[src/rtl/multiword_add_seq_pkg.sv]
// Shared definitions for the sequential multi-word adder: FSM encoding, word width and
// the 4-bit propagate/generate helper used by the CLA.
package multiword_add_seq_pkg;

  localparam int unsigned WORD_W     = 64;
  localparam int unsigned NWORDS_DEF = 4;

  localparam logic [1:0] ST_IDLE = 2'd0;
  localparam logic [1:0] ST_ADD  = 2'd1;
  localparam logic [1:0] ST_DONE = 2'd2;

  typedef logic [WORD_W-1:0] word_t;

  function automatic int unsigned cnt_width(input int unsigned nwords);
    return (nwords < 2) ? 1 : $clog2(nwords);
  endfunction

  // Returns {group propagate, group generate} for a 4-wide slice.
  function automatic logic [1:0] pg4(input logic [3:0] p, input logic [3:0] g);
    logic gen;
    gen = g[3] | (p[3] & g[2]) | (p[3] & p[2] & g[1]) | (p[3] & p[2] & p[1] & g[0]);
    return {&p, gen};
  endfunction

endpackage

[src/rtl/multiword_add_seq_if.sv]
// Request/response bundle for multiword_add_seq; op_sub exists only when MWADD_SUB_EN is
// defined.
interface multiword_add_seq_if
  import multiword_add_seq_pkg::*;
#(
  parameter int unsigned NWORDS = NWORDS_DEF
) ();

  logic                     req_valid;
  logic                     req_ready;
  logic [WORD_W*NWORDS-1:0] op_a;
  logic [WORD_W*NWORDS-1:0] op_b;
  logic                     cin;
`ifdef MWADD_SUB_EN
  logic                     op_sub;
`endif
  logic                     rsp_valid;
  logic                     rsp_ready;
  logic [WORD_W*NWORDS-1:0] rsp_sum;
  logic                     rsp_cout;

  modport master (
`ifdef MWADD_SUB_EN
    output op_sub,
`endif
    output req_valid, op_a, op_b, cin, rsp_ready,
    input  req_ready, rsp_valid, rsp_sum, rsp_cout
  );

  modport slave (
`ifdef MWADD_SUB_EN
    input  op_sub,
`endif
    input  req_valid, op_a, op_b, cin, rsp_ready,
    output req_ready, rsp_valid, rsp_sum, rsp_cout
  );

endinterface

[src/rtl/multiword_add_seq_cla.sv]
// 64-bit two-level carry-lookahead adder (4-bit groups, 16-bit blocks) with group
// propagate/generate outputs for cascading.
module CLA_64bit
  import multiword_add_seq_pkg::*;
(
  input  word_t a,
  input  word_t b,
  input  logic  cin,
  output word_t sum,
  output logic  cout,
  output logic  pg,
  output logic  gg
);

   word_t       p;
   word_t       g;
   word_t       c;
   logic [15:0] p1;
   logic [15:0] g1;
   logic [15:0] c1;
   logic [3:0]  p2;
   logic [3:0]  g2;
   logic [4:0]  c2;

   always_comb begin
      p = a ^ b;
      g = a & b;
      for (int k = 0; k < 16; k++) begin
         {p1[k], g1[k]} = pg4(p[4*k +: 4], g[4*k +: 4]);
      end
      for (int j = 0; j < 4; j++) begin
         {p2[j], g2[j]} = pg4(p1[4*j +: 4], g1[4*j +: 4]);
      end
      // Block carries first, then fan out to groups and bits inside each block.
      c2[0] = cin;
      for (int j = 0; j < 4; j++) begin
         c2[j+1] = g2[j] | (p2[j] & c2[j]);
      end
      for (int k = 0; k < 16; k++) begin
         if (k % 4 == 0) c1[k] = c2[k/4];
         else            c1[k] = g1[k-1] | (p1[k-1] & c1[k-1]);
      end
      for (int i = 0; i < 64; i++) begin
         if (i % 4 == 0) c[i] = c1[i/4];
         else            c[i] = g[i-1] | (p[i-1] & c[i-1]);
      end
      sum      = p ^ c;
      cout     = c2[4];
      {pg, gg} = pg4(p2, g2);
   end

endmodule

[src/rtl/multiword_add_seq.sv]
// Sequential NWORDS x 64-bit adder: one word per cycle through a shared CLA, valid/ready
// on both sides. Defining MWADD_SUB_EN adds op_sub (A - B via ~B with carry-in forced to 1).
module multiword_add_seq
  import multiword_add_seq_pkg::*;
#(
   parameter int unsigned NWORDS = NWORDS_DEF
) (
   input logic                clk,
   input logic                rst,
   multiword_add_seq_if.slave bus
);

   localparam int unsigned      CNT_W = cnt_width(NWORDS);
   localparam int unsigned      OP_W  = WORD_W * NWORDS;
   localparam logic [CNT_W-1:0] LAST  = CNT_W'(NWORDS - 1);

   if (NWORDS < 2 || NWORDS > 8) begin : g_bad_nwords
      $error("multiword_add_seq: NWORDS must be in 2..8");
   end

   logic [1:0]       state_q, state_d;
   logic [CNT_W-1:0] cnt_q, cnt_d;
   logic             carry_q, carry_d;
   logic [OP_W-1:0]  a_q, a_d;
   logic [OP_W-1:0]  b_q, b_d;
   logic [OP_W-1:0]  sum_q, sum_d;
   logic             cout_q, cout_d;

   word_t a_word;
   word_t b_word;
   word_t cla_sum;
   logic  cla_cout;
   logic  unused_pg;
   logic  unused_gg;
   logic  init_carry;

`ifdef MWADD_SUB_EN
   logic sub_q, sub_d;

   assign init_carry = bus.op_sub ? 1'b1 : bus.cin;
   assign b_word     = sub_q ? ~b_q[WORD_W*int'(cnt_q) +: WORD_W]
                             :  b_q[WORD_W*int'(cnt_q) +: WORD_W];
`else
   assign init_carry = bus.cin;
   assign b_word     = b_q[WORD_W*int'(cnt_q) +: WORD_W];
`endif

   assign a_word = a_q[WORD_W*int'(cnt_q) +: WORD_W];

   CLA_64bit u_cla (
      .a    (a_word),
      .b    (b_word),
      .cin  (carry_q),
      .sum  (cla_sum),
      .cout (cla_cout),
      .pg   (unused_pg),
      .gg   (unused_gg)
   );

   always_comb begin
      state_d = state_q;
      cnt_d   = cnt_q;
      carry_d = carry_q;
      a_d     = a_q;
      b_d     = b_q;
      sum_d   = sum_q;
      cout_d  = cout_q;
`ifdef MWADD_SUB_EN
      sub_d   = sub_q;
`endif
      unique case (state_q)
         ST_IDLE: begin
            if (bus.req_valid) begin
               a_d     = bus.op_a;
               b_d     = bus.op_b;
               cnt_d   = '0;
               carry_d = init_carry;
`ifdef MWADD_SUB_EN
               sub_d   = bus.op_sub;
`endif
               state_d = ST_ADD;
            end
         end
         ST_ADD: begin
            sum_d[WORD_W*int'(cnt_q) +: WORD_W] = cla_sum;
            carry_d = cla_cout;
            // Counter parks on the last word rather than wrapping.
            if (cnt_q == LAST) begin
               cout_d  = cla_cout;
               state_d = ST_DONE;
            end else begin
               cnt_d = cnt_q + 1'b1;
            end
         end
         ST_DONE: begin
            if (bus.rsp_ready) state_d = ST_IDLE;
         end
         default: state_d = ST_IDLE;
      endcase
   end

   always_ff @(posedge clk or posedge rst) begin
      if (rst) begin
         state_q <= ST_IDLE;
         cnt_q   <= '0;
         carry_q <= 1'b0;
         a_q     <= '0;
         b_q     <= '0;
         sum_q   <= '0;
         cout_q  <= 1'b0;
      end else begin
         state_q <= state_d;
         cnt_q   <= cnt_d;
         carry_q <= carry_d;
         a_q     <= a_d;
         b_q     <= b_d;
         sum_q   <= sum_d;
         cout_q  <= cout_d;
      end
   end

`ifdef MWADD_SUB_EN
   always_ff @(posedge clk or posedge rst) begin
      if (rst) sub_q <= 1'b0;
      else     sub_q <= sub_d;
   end
`endif

   assign bus.req_ready = (state_q == ST_IDLE);
   assign bus.rsp_valid = (state_q == ST_DONE);
   assign bus.rsp_sum   = sum_q;
   assign bus.rsp_cout  = cout_q;

endmodule

[src/flat_wrapper.sv]
// flat-port wrapper written by rule: the top's interface ports become plain ports
module multiword_add_seq_flat import multiword_add_seq_pkg::*;
#(
   parameter int unsigned NWORDS = NWORDS_DEF
)
  (clk, rst, bus_req_valid, bus_op_a, bus_op_b, bus_cin, bus_rsp_ready, bus_req_ready, bus_rsp_valid, bus_rsp_sum, bus_rsp_cout);
  multiword_add_seq_if #(.NWORDS(NWORDS)) bus_i ();
  input logic clk;
  input logic rst;
  input wire logic [$bits(bus_i.req_valid)-1:0] bus_req_valid;
  input wire logic [$bits(bus_i.op_a)-1:0] bus_op_a;
  input wire logic [$bits(bus_i.op_b)-1:0] bus_op_b;
  input wire logic [$bits(bus_i.cin)-1:0] bus_cin;
  input wire logic [$bits(bus_i.rsp_ready)-1:0] bus_rsp_ready;
  output wire logic [$bits(bus_i.req_ready)-1:0] bus_req_ready;
  output wire logic [$bits(bus_i.rsp_valid)-1:0] bus_rsp_valid;
  output wire logic [$bits(bus_i.rsp_sum)-1:0] bus_rsp_sum;
  output wire logic [$bits(bus_i.rsp_cout)-1:0] bus_rsp_cout;
  assign bus_i.req_valid = bus_req_valid;
  assign bus_i.op_a = bus_op_a;
  assign bus_i.op_b = bus_op_b;
  assign bus_i.cin = bus_cin;
  assign bus_i.rsp_ready = bus_rsp_ready;
  assign bus_req_ready = bus_i.req_ready;
  assign bus_rsp_valid = bus_i.rsp_valid;
  assign bus_rsp_sum = bus_i.rsp_sum;
  assign bus_rsp_cout = bus_i.rsp_cout;
  multiword_add_seq #(.NWORDS(NWORDS)) u_core (.clk(clk), .rst(rst), .bus(bus_i));
endmodule
[config.mk]
export PLATFORM = sky130hd
export DESIGN_NAME = multiword_add_seq_flat
export DESIGN_NICKNAME = d
export VERILOG_FILES = /design/src/rtl/multiword_add_seq_pkg.sv /design/src/rtl/multiword_add_seq_if.sv /design/src/rtl/multiword_add_seq_cla.sv /design/src/rtl/multiword_add_seq.sv /design/src/flat_wrapper.sv
export SDC_FILE = /design/constraint.sdc
export NUM_CORES = 2
export LEC_CHECK = 0
export ABC_AREA = 1
export CAP_MARGIN = 20
export CORE_AREA = 2 2 302 304
export CTS_BUF_LIST = sky130_fd_sc_hd__clkbuf_4
export DETAILED_ROUTE_END_ITERATION = 7
export DIE_AREA = 0 0 304 306
export GPL_TIMING_DRIVEN = 0
export PLACE_DENSITY = 0.76
export SLEW_MARGIN = 15
export SYNTH_ARGS = -nofsm -noshare
export SYNTH_HDL_FRONTEND = slang
export SYNTH_SLANG_ARGS = --single-unit
[constraint.sdc]
create_clock -name clk -period 71.6 [get_ports clk]
set_input_delay 17.9 -clock clk [delete_from_list [all_inputs] [get_ports clk]]
set_output_delay 17.9 -clock clk [all_outputs]
set_load 0.03 [all_outputs]
## Word level (Yosys, flattened, before mapping)

Cells that the tools add are included.

| cells by class | value |
|---|---|
| $add $sub $neg | 2 |
| equality and inequality tests | 7 |
| shift operators | 4 |
| mux-type cells | 10 |
| bitwise gates (word level) | 291 |
| reduce and logical (&&, ||, !) cells | 27 |

Operator list:

| operator | count |
|---|---|
| 256-bit by 9-bit indexed part select with 64-bit output | 2 |
| 256-bit bitwise mux | 1 |
| 64-bit by 34-bit variable shift with 256-bit output, first input constant | 1 |
| 64-bit by 34-bit indexed part select with 256-bit output | 1 |
| 1-bit AND | 164 |
| 64-bit bitwise XOR | 2 |
| 1-bit bitwise OR | 124 |
| 64-bit AND | 1 |
| 16-bit AND reduction | 4 |
| 4-bit AND reduction | 16 |
| 8-bit negator with 34-bit output | 1 |
| 2-bit 2-to-1 mux | 5 |
| 2-bit != test, second input constant | 3 |
| 2-bit case mux with 3 select lines | 1 |
| 2-bit AND reduction | 3 |
| 3-bit AND reduction | 2 |
| 2-bit == test, second input constant | 2 |
| 2-bit case mux with 2 select lines | 1 |
| 2-bit by 1-bit adder with 2-bit output, second input constant | 1 |
| 2-bit by 1-bit == test with 1-bit output, second input constant | 1 |
| 2-bit zero test | 1 |
| 2-bit by 1-bit != test with 1-bit output, second input constant | 1 |
| 1-bit case mux with 2 select lines | 1 |
| 2-bit nonzero test | 1 |
| 1-bit 2-to-1 mux | 1 |

| word-level totals | value |
|---|---|
| register bits | 774 |
| output and inout bits | 259 |
| word-level logic and storage cells | 348 |

## Longest topological paths before layout

| depth | value |
|---|---|
| depth after elaboration | 30 |
| depth in mapped cells | 32 |
| gate-level depth less buffers | 30 |

## Hierarchy

Synthesis repeated with hierarchy kept, for this count alone.

| unflattened totals | value |
|---|---|
| cell total of the unflattened synthesis | 4930 |
| area total of the unflattened synthesis | 38994.9 µm² |

By module, submodules not included:

| module | instances | cells each | area an instance (µm²) |
|---|---|---|---|
| multiword_add_seq | 1 | 4580 | 36014.5 |
| CLA_64bit | 1 | 350 | 2980.4 |

## Worst setup path after synthesis

No wires, ideal clock.

| path | value |
|---|---|
| path type | register to output |
| start | reg u_core.state_q[1] |
| end | out bus_rsp_valid |
| arrival time | 0.851 ns |
| data required time | 53.700 ns |
| path slack | 52.849 ns |
| cell stages (with the launch flop) | 3 |
| path through | dfrtp_1 inv_1 nor2_1 |

| on the way | value |
|---|---|
| cells in the longest elaborated chain, start to end | 1 |

Ends and longest elaborated chain:

| what | line | RTL |
|---|---|---|
| start, declared | multiword_add_seq.sv:21 | `logic [1:0] state_q, state_d;` |
| start signal, assigned | multiword_add_seq.sv:112 | `state_q <= state_d;` |
| 2-bit == test | multiword_add_seq.sv:130 | `assign bus.rsp_valid = (state_q == ST_DONE);` |
| end, declared | flat_wrapper.sv:16 | `output wire logic [$bits(bus_i.rsp_valid)-1:0] bus_rsp_valid;` |

No other way between the ends.

## Worst setup path after layout

| path | value |
|---|---|
| start | reg u_core.state_q[0] |
| end | out bus_req_ready |

| on the way | value |
|---|---|
| cells in the longest elaborated chain, start to end | 1 |

Ends and longest elaborated chain:

| what | line | RTL |
|---|---|---|
| 2-bit zero test | multiword_add_seq.sv:129 | `assign bus.req_ready = (state_q == ST_IDLE);` |
| end, declared | flat_wrapper.sv:15 | `output wire logic [$bits(bus_i.req_ready)-1:0] bus_req_ready;` |

No other way between the ends.

==> results.cfg <==
[die]
die_width_microns = 304
io_pins = 776
rows = 110
initial_core_util_pct = 40.69
dieHeight_microns = 306
dieArea_sq_mm = 0.09302
core-area_sq_mm = 0.08960

[synthesis]
synth_cells = 4408
ys_seq_elements = 774
synthesis.yosys.warnings = 0
ys_seq_area_share_pct = 53.12
synth.distinct_cells = 34
avgSynthCellArea_sq_um = 8.272
netlist_area_sq_mm = 0.03646
syn_nets = 5043

[setup_path]
critPathKind = flop to output port
critPathArrivalTime_ns = 2.54
crit_required_ns = 53.70
cp_max_fo = 4
crit_path_end_kind = output port
critPathLaunchType = flop

[run]
cap_violations = 0

[global_route]
grt_use_total_pct = 37.26
overflow = 0
grt_pass1_wl_mm = 248.2
grt_pass1_vias = 36610
grt_start_max_net_pins = 111
antenna_found_initial = 33

[cells_and_area]
layout.nets = 6038
areaGrowthSynthToFinish_pct = 33.17
post-route-util_pct = 54.19
fillerInstances = 8439
fin_area_sq_mm = 0.04856
final_layout_size_suffix_gt1_share_pct = 8.412
final_common_cell = nand2_1
final_cell_mix = nand2_1 (1718), clkdlybuf4s50_1 (775), dfrtp_1 (774)

[cts]
cts_repair_resize_count = 0
cts.sinks = 774
clkLatencyLatePin_ns = 1.14
clk_root_buffer_cell = clkbuf_4
clkTransAtPathRegs_ns = 0.07
cts_setup_buffers = 0
cts_hold_buffers = 0
cts_tree = built
cts_buffer_depth = 3
htree_levels = 4
cts_inserted_buffers = 205

[run_status]
status = completed

[power_and_ir_drop]
irDropWorstVdd_mv = 0.03747
p_sw_share_pct = 54.10
power_frac_comb_pct = 61.0
power_uw = 2907
leakage_uw = 0.02333
p_per_area_mw_per_mm2 = 59.88
intPower_uw = 1334
power.share.clock_pct = 13.5
power.switching_uw = 1573
pwr-share-seq_pct = 25.5

[route]
initialDrtViolationCount = 4202
wire_per_inst_microns = 26.16
postRouteAntennaNets = 0
vias_per_cell = 5.558
dr.pass1.iters = 6
wl_mm = 176.2
route.detailed.drc = 0
vias = 37440

[sta]
period_share_pct = 28.54
clock_skew_ns = 0.09783
min_period_ns = 20.44
drv_slew = 0
fmax_ghz = 0.04893
rsz0062_at_grt = no
slew-limit-headroom_pct = 10.64
finalHoldViolCount = 0
setup_violations = 0
fin_setup_tns_ns = 0
worst_slew_pin_slew_ns = 1.340

[placed_design]
dpl-instance-area_sq_mm = 0.04595
port_buffers = 775
dp_hpwl_mm = 135.4
place.gp.congestion = 0.9773

[hold_path]
min_path_type = flop to flop
==> worst max-delay path: stages, from the launching register on <==
cell and delay (ns):
dfrtp_1 0.42, nor2_1 0.26, clkdlybuf4s50_1 0.73
==> state kept, by name (all words and copies together), names as in the netlist <==
| register | count |
|---|---|
| u_core.a_q | 256 |
| u_core.b_q | 256 |
| u_core.bus.rsp_cout | 1 |
| u_core.bus.rsp_sum | 256 |
| u_core.carry_q | 1 |
| u_core.cnt_q | 2 |
| u_core.state_q | 2 |
==> metal layers <==
metal	routed length, microns	up-vias	GRT usage (%)
met3	19060	588	11.37
met1	65750	18070	44.84
met2	80150	2450	58.96
met4	11120	28	22.45
li1	-	16310	-
met5	172	-	0
==> power groups by stage <==
stage / Sequential (uW) / Clock, uW / Combinational [uW]
after global routing: 756 / 420 / 1880
after global placement: 741 / 0 / 1690
after detailed placement: 740 / 0 / 1720
after floorplan: 802 / 0 / 812
after CTS: 734 / 395 / 1730
final: 741 / 394 / 1770
==> cell families (layout without fill, tap and decap cells) <==
logic type                 Yosys count  in the layout  synth area share (%)
and+or+nand+nor                   2012           2012                 21.04
AOI/OAI and AO/OA                  908            908                 14.07
DFF                                774            774                 53.12
buffers and inverters              580           1712                 6.352
adders and majority gates          118            118                 5.038
xor gates and xnor gates            16             16                0.3844
other                                0             21                     0
==> synth_stat cells <==
cell type	number	area, sq um
inv_1	277	1040
buf_2	111	555.5
clkinv_1	4	15.01
nor2_1	233	874.6
buf_1	16	60.06
dfrtp_1	774	19370
o21ai_2	3	26.28
nor2_2	6	37.54
a211oi_1	2	15.01
nor2_4	1	11.26
nor3b_2	1	12.51
xor2_1	14	122.6
ha_1	70	875.8
o31ai_1	65	488.0
xnor2_1	2	17.52
nand2_1	1718	6449
clkbuf_1	168	630.6
fa_1	48	960.9
nand3_1	34	170.2
o21ai_0	590	2953
a21oi_1	107	535.5
nand2_2	8	50.05
nor3_1	5	25.02
a311oi_1	1	8.760
a31oi_1	1	6.260
a21oi_2	1	8.760
inv_2	4	15.01
o21ai_1	8	40.04
nand3_2	1	10.01
a32oi_1	90	788.3
a41oi_1	1	8.760
a211oi_2	1	12.51
nand4_1	5	31.28
o22ai_1	38	237.7
==> stage by stage <==
step | instances | hold slack (ns) | setup slack (ns)
6_report | 6737 | 0.4769 | 51.16
5_1_grt | 6725 | 0.4880 | 51.07
4_1_cts | 6713 | 0.4767 | 51.09
3_5_place_dp | 6369 | 0.4597 | 51.12
3_3_place_gp | 6359 | 0.4569 | 23.17
2_1_floorplan | 4408 | 0.4436 | 31.97
==> final cells by class <==
cell class / instances / area, sq um / area share [%]
inverter: 285 / 1077 / 2.219
tap: 1176 / 1471 / 3.030
timing repair buffer: 788 / 8038 / 16.55
clock buffer: 295 / 2215 / 4.561
sequential: 774 / 19370 / 39.89
multi-input combinational: 3054 / 14780 / 30.43
buffer: 295 / 1250 / 2.574
clock inverter: 49 / 306.5 / 0.6313
antenna: 21 / 52.55 / 0.1082
==> final timing paths <==
path	cells after the start	slack [ns]	start	endpoint
max reg2reg	27	64.67	u_core.cnt_q[0]$_DFFE_PP0P_	u_core.bus.rsp_sum[239]$_DFFE_PP0P_
min reg2reg	2	0.48	u_core.b_q[127]$_DFFE_PP0P_	u_core.b_q[127]$_DFFE_PP0P_
max in group asynchronous	5	52.53	rst	u_core.a_q[194]$_DFFE_PP0P_
max	2	51.16	u_core.state_q[0]$_DFFE_PP0P_	bus_req_ready
min	2	0.48	u_core.b_q[127]$_DFFE_PP0P_	u_core.b_q[127]$_DFFE_PP0P_
min in group asynchronous	2	17.25	rst	u_core.bus.rsp_sum[88]$_DFFE_PP0P_
No activity file was read; power rests on OpenSTA's default activity.
